## src/rtl/sw_debouncer_if.sv

```systemverilog
// sw_debouncer_if: switch-bus side of the debouncer, raw switches in and
// the debounced word, change strobe and qualification flag out.
interface sw_debouncer_if #(
   parameter int K = 7
) ();
   logic [K-1:0] sw;
   logic [K-1:0] q;
   logic         changed;
   logic         busy;
   modport master (output sw, input q, changed, busy);
   modport slave  (input sw, output q, changed, busy);
endinterface

```

## src/rtl/sw_debouncer.sv

```systemverilog
// sw_debouncer: synchronises the switch bus and commits a new word only after it
// has been held unchanged for DEBOUNCE_CYCLES consecutive cycles.
module sw_debouncer #(
   parameter int K               = 7,
   parameter int DEBOUNCE_CYCLES = 8
) (
   input  logic           clk,
   input  logic           rst,
   sw_debouncer_if.slave  bus
);
   localparam int CW = $clog2(DEBOUNCE_CYCLES + 1);
   localparam logic [CW-1:0] LAST = CW'(DEBOUNCE_CYCLES - 1);

   typedef enum logic {STABLE, SETTLE} state_t;

   state_t          state_q, state_d;
   logic [K-1:0]    s1_q, s2_q;
   logic [K-1:0]    cand_q, cand_d;
   logic [K-1:0]    q_q, q_d;
   logic [CW-1:0]   cnt_q, cnt_d;
   logic            changed_q, changed_d;
   logic            busy_q, busy_d;

   always_ff @(posedge clk or posedge rst) begin
      if (rst) begin
         state_q   <= STABLE;
         s1_q      <= '0;
         s2_q      <= '0;
         cand_q    <= '0;
         q_q       <= '0;
         cnt_q     <= '0;
         changed_q <= 1'b0;
         busy_q    <= 1'b0;
      end else begin
         state_q   <= state_d;
         s1_q      <= bus.sw;
         s2_q      <= s1_q;
         cand_q    <= cand_d;
         q_q       <= q_d;
         cnt_q     <= cnt_d;
         changed_q <= changed_d;
         busy_q    <= busy_d;
      end
   end

   // A return to the committed word cancels qualification before any candidate test.
   always_comb begin
      state_d   = state_q;
      cand_d    = cand_q;
      q_d       = q_q;
      cnt_d     = cnt_q;
      changed_d = 1'b0;
      if (state_q == STABLE) begin
         if (s2_q != q_q) begin
            cand_d  = s2_q;
            cnt_d   = CW'(1);
            state_d = SETTLE;
         end else begin
            cnt_d = '0;
         end
      end else if (s2_q == q_q) begin
         cnt_d   = '0;
         state_d = STABLE;
      end else if (s2_q != cand_q) begin
         cand_d = s2_q;
         cnt_d  = CW'(1);
      end else if (cnt_q == LAST) begin
         q_d       = cand_q;
         changed_d = 1'b1;
         cnt_d     = '0;
         state_d   = STABLE;
      end else begin
         cnt_d = cnt_q + CW'(1);
      end
      busy_d = (state_d == SETTLE);
   end

   assign bus.q       = q_q;
   assign bus.changed = changed_q;
   assign bus.busy    = busy_q;
endmodule

```

## src/flat_wrapper.sv

```systemverilog
// flat-port wrapper written by rule: the top's interface ports become plain ports
module sw_debouncer_flat 
#(
   parameter int K               = 7,
   parameter int DEBOUNCE_CYCLES = 8
)
  (clk, rst, bus_sw, bus_q, bus_changed, bus_busy);
  sw_debouncer_if #(.K(K)) bus_i ();
  input  logic clk;
  input  logic rst;
  input wire logic [$bits(bus_i.sw)-1:0] bus_sw;
  output wire logic [$bits(bus_i.q)-1:0] bus_q;
  output wire logic [$bits(bus_i.changed)-1:0] bus_changed;
  output wire logic [$bits(bus_i.busy)-1:0] bus_busy;
  assign bus_i.sw = bus_sw;
  assign bus_q = bus_i.q;
  assign bus_changed = bus_i.changed;
  assign bus_busy = bus_i.busy;
  sw_debouncer #(.K(K), .DEBOUNCE_CYCLES(DEBOUNCE_CYCLES)) u_core (.clk(clk), .rst(rst), .bus(bus_i));
endmodule
```

## config.mk

```make
export PLATFORM = sky130hd
export DESIGN_NAME = sw_debouncer_flat
export DESIGN_NICKNAME = d
export VERILOG_FILES = /design/src/rtl/sw_debouncer_if.sv /design/src/rtl/sw_debouncer.sv /design/src/flat_wrapper.sv
export SDC_FILE = /design/constraint.sdc
export NUM_CORES = 1
export LEC_CHECK = 0
export ABC_AREA = 1
export CORE_ASPECT_RATIO = 1.25
export CORE_MARGIN = 2
export CORE_UTILIZATION = 48
export DETAILED_ROUTE_END_ITERATION = 8
export PLACE_DENSITY = 0.76
export REMOVE_ABC_BUFFERS = 1
export SLEW_MARGIN = 20
export SYNTH_ARGS = -nofsm -noshare
export SYNTH_HDL_FRONTEND = slang
export SYNTH_SLANG_ARGS = --single-unit
```

## constraint.sdc

```tcl
create_clock -name clk -period 1.3 [get_ports clk]
set_clock_uncertainty 0.05 [all_clocks]
set_input_delay 0.13 -clock clk [delete_from_list [all_inputs] [get_ports clk]]
set_output_delay 0.13 -clock clk [all_outputs]
set_load 0.05 [all_outputs]
```

# After elaboration in Yosys (flattened, before gate mapping)
# Cells that the tools add are included.
# classes
mux	18
n_addsub	1
n_bitwise	2
n_eq_ne	6
reduce_logical	3
# op_table
operator	count
$mux W7	4
$mux W4	4
$ne A7 B7 Y1	2
$mux W1	10
$eq A7 B7 Y1	1
$add A4 B1 Y4 const B	1
$eq A4 B3 Y1 const B	1
$ne A2 B2 Y1 const B	2
$reduce_and A4 Y1	1
$reduce_and A3 Y1	1
$not A1 Y1	2
$reduce_bool A2 Y1	1
# totals
ff_bits	34
output_inout_bits	9

# Logic depth before layout (Yosys ltp)
# Gate-level depths: netlist of run 1.
# depth
word_depth	5
ltp_mapped	10

# Least setup slack after synthesis of run 1
# OpenSTA, ideal clock, no wires.
# synth_timing
path_type	register to register
from	reg u_core.q_q[0], in the netlist u_core.bus.q[0]
to	reg u_core.cand_q[1]
synth_period_minus_slack_ns	1.598
setup_ns	0.117
slack_ns	-0.298
arrival_time_ns	1.431
stages_incl_launch_ff	8
t_required_ns	1.133
path_cell_list	dfrtp_1 -> xnor2_1 -> nand2_1 -> nor2_1 -> nand2_2 -> buf_4 -> nand3_1 -> nand2_1
# synth_via
elab_chain_cells	3
# synth_rtl
item	line	rtl
start: declaration	sw_debouncer.sv:19	logic [K-1:0] q_q, q_d;
start signal: assignment	sw_debouncer.sv:39	q_q <= q_d;
$eq A7 B7 Y1 or $ne A7 B7 Y1 (tied branches)	sw_debouncer.sv:61, sw_debouncer.sv:54	
$ne A2 B2 Y1 (no line) or $reduce_bool A2 Y1 (tied branches)	--	
$reduce_and A3 Y1 (no line) (*)	--	
end signal: assignment	sw_debouncer.sv:38	cand_q <= cand_d;
end: declaration	sw_debouncer.sv:18	logic [K-1:0] cand_q, cand_d;
# Mark *: on every way between the ends. The rest lies on a longest branch, timed or not.
# A chain may end at the register's enable or synchronous reset.

# Worst setup path in the final report of run 1
# layout_timing
from	reg u_core.s2_q[1]
to	reg u_core.cand_q[2]
# layout_via
elab_chain_cells	3
# layout_rtl
item	line	rtl
start: declaration	sw_debouncer.sv:17	logic [K-1:0] s1_q, s2_q;
start signal: assignment	sw_debouncer.sv:37	s2_q <= s1_q;
$eq A7 B7 Y1 (tied with other cells)	sw_debouncer.sv:61	end else if (s2_q == q_q) begin
$ne A2 B2 Y1 (no line) or $reduce_bool A2 Y1 (tied branches)	--	
$reduce_and A3 Y1 (no line) (*)	--	
# Marked as above.

==> results of run 1 <==
## state kept, by name, indices dropped and copies added, names as in the netlist
name / flops
u_core.cand_q: 7
u_core.s1_q: 7
u_core.s2_q: 7
u_core.bus.q: 7
u_core.state_q: 1
u_core.bus.changed: 1
u_core.cnt_q: 4
## logic make-up (layout without fill, tap and decap cells)
group | count (synthesis) | after routing | synth area share [%]
AOI/OAI and AO/OA | 1 | 1 | 0.348
adders and majority gates | 1 | 1 | 0.871
buffers and inverters | 22 | 70 | 6.53
and+or+nand+nor | 91 | 93 | 28.7
DFF | 34 | 34 | 59.2
xor gates and xnor gates | 7 | 7 | 4.27
## synth_stat cells (all sizes together)
library cell,instances,area (sq um)
a21oi,1,5.00
nand2,59,231
nand3,9,57.6
xor2,1,8.76
xnor2,6,52.6
nor2,14,65.1
nor3,2,15.0
inv,20,75.1
buf,2,18.8
nand4,7,43.8
ha,1,12.5
dfrtp,34,851
## per-stage QoR
stage	cells	hold slack (ns)
2_1_floorplan	154	0.111
3_3_place_gp	227	0.282
6_report	242	0.0697
4_1_cts	240	0.0743
5_1_grt	242	0.0803
3_5_place_dp	227	0.286
## worst reg2reg max path: stages (launching register included)
cell and delay [ns]:
dfrtp_1 0.42, buf_4 0.16, xnor2_1 0.13, nand2_1 0.12, nor2_4 0.21, nand2_4 0.12
nand2_4 0.12, nand2_1 0.08, nand2_1 0.08
## placed cells by master (no fill, tap or decap), drive strengths merged
master         netlist  layout
clkdlybuf4s50        0       8
nor3                 2       2
nand3                9       9
xnor2                6       6
clkinv               0       1
nand4                7       7
nand2               59      61
nor2                14      14
ha                   1       1
inv                 20      20
xor2                 1       1
buf                  2      34
a21oi                1       1
dfrtp               34      34
clkbuf               0       7
## report_power, final
part | internal, mW | leakage [nW] | switching (mW)
clock | 0.262 | 0.0353 | 0.334
combinational | 0.105 | 0.647 | 0.106
sequential | 1.10 | 0.415 | 0.0319
## final timing paths
| check | startpoint | end | slack [ns] | cells after the start |
|---|---|---|---|---|
| worst min-delay path | rst | u_core.cand_q[1] | 0.07 | 3 |
| worst min register to register | u_core.s1_q[0] | u_core.s2_q[0] | 0.29 | 0 |
| min in group clk | bus_sw[6] | u_core.s1_q[6] | 0.18 | 1 |
| max in group asynchronous | rst | u_core.s2_q[3] | 0.93 | 3 |
| worst max-delay path | u_core.s2_q[1] | u_core.cand_q[2] | -0.23 | 8 |
| worst max register to register | u_core.s2_q[1] | u_core.cand_q[2] | -0.23 | 8 |
## metal layers
layer | up-vias | global-route usage, % | part of all wire [%]
li1 | 583 | - | -
met1 | 569 | 24.8 | 37
met2 | 59 | 37.2 | 52
met3 | 20 | 6.59 | 5.9
met4 | 0 | 17.6 | 5.9
met5 | - | 0 | 0
## final cells by class
cell class                      instances  share of cell area (%)
Clock buffer                            7                    2.66
Clock inverter                          1                   0.242
Inverter                               20                    3.75
Multi-Input combinational cell        102                    27.4
Sequential cell                        34                    41.2
Tap cell                               36                    2.18
Timing Repair Buffer                   42                    22.6
## timing repair
item,4_1_cts,5_1_grt
gates resized for setup,7,11
gates cloned,2,0
endpoints found under the setup margin,20,20
buffers inserted,3,2
hold buffers,0,0
pin swaps,5,6
==> metrics.yaml, run 1 <==
htree_levels: 2
pin_count: 18
cp.arrival_ns: 1.76
slew_headroom_pct: 85.1
final_nets: 215
path_class: "register to register"
max_cap_viol_count: 0
clock-sinks: 34
violations: "negative setup slack"
setup_ws_ns: -0.231
grt_max_degree: 35
drc: 0
dpl_cell_area_sq_mm: 0.00189
crit_path_end_kind: "register"
antenna_found_initial: 0
dp_hpwl_microns: 2080
total_power_mw: 1.93
portBuffers: 17
synthCells: 156
min-delay-path-class: "input pin to asynchronous set/reset pin"
p_per_area_mw_per_mm2: 935
ff_latch_area_sq_um: 852
gp_congestion: 0.863
setup_tns_ns: -3.88
worst_pin_slew_ns: 0.223
yosysWarnings: 0
drive_above_1_share_pct: 31.6
grt-ovfl-total: 0
rsz0062_at_grt: "yes"
cp_slowest_stage_delay_ns: 0.42
critical_path_required_ns: 1.52
die_w_microns: 52.9
detailedPlace.worstSlack_ns: -0.229
final_core_util_pct: 71.6
ant_nets: 0
area_delta_synth_final_pct: 44.1
diodes: 0
grt_pass1_wl_microns: 5570
wl_per_cell_microns: 13.5
cp_max_fo: 7
fin_crit_ns: 1.53
leakage_nw: 1.10
max_freq_mhz: 653
clk_pin_slew_ns: 0.11
crit_chain: "buf_4, xnor2_1, nand2_1, nor2_4, nand2_4, nand2_4, nand2_1, nand2_1"
multi_input_area_sq_um: 567
synth_seq_cells: 34
grt_use_total_pct: 23.1
cts-root-buf: "clkbuf_4"
drt_wl_total_microns: 3260
status: "finished, violations left"
design_area_sq_mm: 0.00207
core_sq_mm: 0.00289
synth.avg_cell_area_sq_um: 9.21
insertion_delay_ns: 0.34
fill_cells: 216
cts_buffers: 5
cts_tree: "yes"
die_h_microns: 65.2
min_period_over_period_pct: 118
yosys.cell_types.count: 19
crit_family: "simple AND/OR/NAND/NOR gates"
grt_pass1_vias: 1252
cp_slowest_cell: "dfrtp_1"
first_pass_iters: 4
clockBufferDepth: 2
ir_drop_v: 0.000897
drtIter0Drc: 71
crit_path_start_kind: "register"
vias: 1231
synth-seq-area-share_pct: 59.2
crit_top_cell: "nand2_1"
synth_area_sq_mm: 0.00144
die_area_sq_mm: 0.00345
viasPerCell: 5.09
slew_viol_final: 0
setup_viol: 20
crit_buf_inv: 1
final_hold_viol_count: 0
rows: 22
initial_core_util_pct: 49.7
Note: power is estimated with default switching activity, not from simulation.
==> run 2: changes to the inputs <==
Settings changed: CORE_UTILIZATION 48 to 57, PLACE_DENSITY 0.76 to not set, PLACE_DENSITY_LB_ADDON set to 0.2.
Clock period 1.3 ns to 1.84 ns, I/O delays scaled along.
==> run 2 against run 1 <==
Effect of this change: highest routed layer unchanged; largest cell class unchanged; total power fell by 33%; largest power group unchanged; via count fell by 13%; the run now ends clean; critical path type is now register to output port; design area fell by 17%; sequential cell count did not move.
==> metrics.yaml, run 2 (same netlist as run 1, synthesis figures left out) <==
path_class: "register to output port"
crit_path_end_kind: "output port"
clk_pin_slew_ns: 0.10
grtUsageMet3_pct: 6.25
ir_drop_v: 0.000689
insertion_delay_ns: 0.34
final_nets: 191
drt_wl_total_microns: 2690
die_area_sq_mm: 0.00294
final_hold_viol_count: 0
reg2reg_slack_ns: 0.27
use_met2_pct: 37.2
max_cap_viol_count: 0
rr_startpoint: "u_core.s2_q[1]"
gp_congestion: 0.832
critical_path_required_ns: 1.61
p_seq_share_pct: 61.8
min-delay-path-class: "input pin to asynchronous set/reset pin"
drtIter0Drc: 21
rows: 20
die_h_microns: 60.1
clockBufferDepth: 2
reg2regPathDepth: 10
ant_nets: 0
hold_buffers: 0
grt-ovfl-total: 0
cts_tree: "yes"
layout_commonest_cell: "nand2_1"
crit_family: "buffers and inverters"
status: "finished, final reports clean"
post_cts_resized: 0
dp_hpwl_microns: 1930
cp.arrival_ns: 1.55
drc: 0
viasPerCell: 5.00
grt_max_degree: 35
leakage_nw: 0.931
antenna_found_initial: 0
first_pass_iters: 4
slew_viol_final: 0
core_sq_mm: 0.00240
slew_headroom_pct: 66.1
wl_per_cell_microns: 12.6
max_freq_mhz: 560
clock-sinks: 34
internal_power_mw: 0.988
rsz0062_at_grt: "no"
portBuffers: 17
cts_setup_buffers: 0
vias: 1065
worst_pin_slew_ns: 0.507
fin_crit_ns: 1.79
crit_path_start_kind: "register"
cts_buffers: 5
initial_core_util_pct: 59.8
p_comb_share_pct: 7.2
htree_levels: 2
setup_viol: 0
switching_power_mw: 0.305
grt.met1_usage_pct: 23.2
cp_max_fo: 3
die_w_microns: 48.9
pin_count: 18
area_delta_synth_final_pct: 18.9
rr_endpoint: "u_core.cand_q[1]"
hold_ws_ns: 0.183
grt-busiest-layer: "met2"
swShare_pct: 23.6
crit_buf_inv: 1
diodes: 0
grt_pass1_wl_microns: 4550
crit_chain: "clkdlybuf4s50_1"
grt_pass1_vias: 1045
cts-root-buf: "clkbuf_4"
drive_above_1_share_pct: 11.7
setup_tns_ns: 0
cp_slowest_cell: "clkdlybuf4s50_1"
cp_slowest_stage_delay_ns: 0.82
grt_use_total_pct: 21.3
pwr-share-clk_pct: 30.9
final_cell_mix: "55 x nand2_1, 34 x dfrtp_1, 17 x inv_1"
min_period_over_period_pct: 97.1
p_per_area_mw_per_mm2: 757
[run 2: changes by cell type in the layout (fill, tap and decap cells not counted), sizes merged]
cell           change
buf               -31
clkdlybuf4s50      +7
dlymetal6s2s       +2
nand2              -2
clkbuf             -1
clkinv             -1
[run 2: worst max-delay path by stage]
stage / from / to / cells past startpoint
6_report: u_core.bus.q[1] / bus_q[1] / 1
5_1_grt: u_core.bus.q[0] / bus_q[0] / 1
4_1_cts: u_core.bus.q[6] / bus_q[6] / 1
3_5_place_dp: u_core.s2_q[5] / u_core.cand_q[1] / 7
3_3_place_gp: u_core.s2_q[1] / u_core.cand_q[0] / 9
2_1_floorplan: u_core.state_q / u_core.cand_q[0] / 8
[run 2: layout make-up]
cell class / instances / area (sq um)
Clock buffer: 6 / 51.3
Fill cell: 198 / 694
Inverter: 20 / 75.1
Multi-Input combinational cell: 100 / 492
Sequential cell: 34 / 851
Tap cell: 33 / 41.3
Timing Repair Buffer: 20 / 198
[run 2: power by group through the flow]
| stage | Combinational (mW) | Sequential [mW] | Clock (mW) |
|---|---|---|---|
| after CTS | 0.0957 | 0.799 | 0.412 |
| after global placement | 0.0916 | 0.812 | 0 |
| after detailed placement | 0.0953 | 0.814 | 0 |
| final | 0.0937 | 0.799 | 0.400 |
| after floorplan | 0.0624 | 0.807 | 0 |
| after global routing | 0.109 | 0.804 | 0.431 |
[run 2: stage by stage]
stage	total power [mW]	instance area (sq um)	setup slack, ns	utilization [%]	cells
after detailed placement	0.909	1650	0.262	68.8	207
final	1.29	1710	0.0540	71.1	213
after global placement	0.903	1650	0.348	68.8	207
after global routing	1.34	1710	0.0155	71.1	213
after CTS	1.31	1700	0.0279	70.9	213
after floorplan	0.869	1420	0.242	-	154
[run 2: per-layer routing]
| layer | share of wire, % | routed length, microns |
|---|---|---|
| met5 | 0 | 0 |
| met4 | 3.5 | 95 |
| met3 | 5.8 | 156 |
| met2 | 53 | 1420 |
| met1 | 38 | 1020 |
==> run 3: changes to the inputs <==
Settings changed: CAP_MARGIN set to 40, CORE_UTILIZATION 57 to 23.
==> run 3 against run 2 <==
Effect of this change: clock power rose by 30%; wire length rose by 4.5%; critical path type unchanged; non-clock buffer count fell by 1; design area rose by 4.5%; via count fell by 5.8%.
==> metrics.yaml, run 3 (same netlist as run 1, synthesis figures left out) <==
min-delay-path-class: "input pin to asynchronous set/reset pin"
ir_drop_v: 0.000318
die_h_microns: 92.4
antenna_found_initial: 0
initial_core_util_pct: 23.4
cts_setup_buffers: 0
grt-ovfl-total: 0
hold_ws_ns: 0.241
first_pass_iters: 4
area_delta_synth_final_pct: 24.3
drt_wl_total_microns: 2810
vias: 1003
p_per_area_mw_per_mm2: 790
viasPerCell: 3.78
insertion_delay_ns: 0.29
crit_family: "buffers and inverters"
final_cell_mix: "55 x nand2_1, 34 x dfrtp_1, 17 x inv_1, 17 x clkdlybuf4s50_1, 11 x nor2_1"
cts-root-buf: "clkbuf_8"
drtIter0Drc: 31
crit_chain: "clkdlybuf4s50_1"
design_area_sq_mm: 0.00179
hold_buffers: 0
grt_use_total_pct: 9.73
dpl.cell_count: 258
drc: 0
total_power_mw: 1.41
portBuffers: 17
post_cts_resized: 0
die_w_microns: 74.7
max_cap_viol_count: 0
worst_pin_slew_ns: 0.496
clk_pin_slew_ns: 0.07
die_area_sq_mm: 0.00690
pin_count: 18
setup_tns_ns: 0
rows: 32
reg2reg_slack_ns: 0.26
diodes: 0
rsz0062_at_grt: "no"
min_period_over_period_pct: 94.6
layout_commonest_cell: "nand2_1"
status: "finished, final reports clean"
final_core_util_pct: 29.1
clock-sinks: 34
cp_slowest_cell: "clkdlybuf4s50_1"
ant_nets: 0
setup_viol: 0
clockBufferDepth: 2
cts_tree: "yes"
htree_levels: 2
path_class: "register to output port"
dp_hpwl_microns: 1940
final_nets: 190
crit_path_start_kind: "register"
slew_viol_final: 0
grt_pass1_wl_microns: 4850
grt_pass1_vias: 1019
dpl_cell_area_sq_mm: 0.00171
critical_path_required_ns: 1.61
core_sq_mm: 0.00613
cp_max_fo: 3
detailedPlace.worstSlack_ns: 0.253
drive_above_1_share_pct: 10.6
grt_max_degree: 35
slew_headroom_pct: 66.8
setup_ws_ns: 0.0989
final_cells: 265
crit_buf_inv: 1
wl_per_cell_microns: 10.6
cts_buffers: 5
cp.arrival_ns: 1.51
crit_path_end_kind: "output port"
gp_congestion: 0.821
fin_crit_ns: 1.74
leakage_nw: 0.896
cp_slowest_stage_delay_ns: 0.82
final_hold_viol_count: 0
max_freq_mhz: 574
[run 3: path summary, 6_finish.rpt]
check | startpoint | end | cells past startpoint
setup / recovery | u_core.bus.q[4] | bus_q[4] | 1
hold reg to reg | u_core.s1_q[2] | u_core.s2_q[2] | 0
max in group asynchronous | rst | u_core.cand_q[0] | 3
hold / removal | rst | u_core.cand_q[4] | 3
setup reg to reg | u_core.s2_q[6] | u_core.cand_q[0] | 10
min in group clk | bus_sw[0] | u_core.s1_q[0] | 1
[run 3: area by class of cell]
class                           count  area [sq um]
Fill cell                         638          4340
Clock buffer                        7          76.3
Timing Repair Buffer               19           185
Sequential cell                    34           851
Inverter                           20          75.1
Multi-Input combinational cell    100           492
Tap cell                           85           106
[run 3: report_power, final]
part | internal (mW) | switching, mW | total (mW)
logic | 0.0420 | 0.0519 | 0.0939
registers | 0.775 | 0.0247 | 0.799
clock network | 0.260 | 0.258 | 0.518
[run 3: per-layer routing]
metal	vias to the layer above	share of wire [%]	track usage [%]
li1	523	-	-
met1	456	45	11.7
met2	18	48	14.7
met3	6	4.0	2.94
met4	0	3.2	6.25
met5	-	0	0
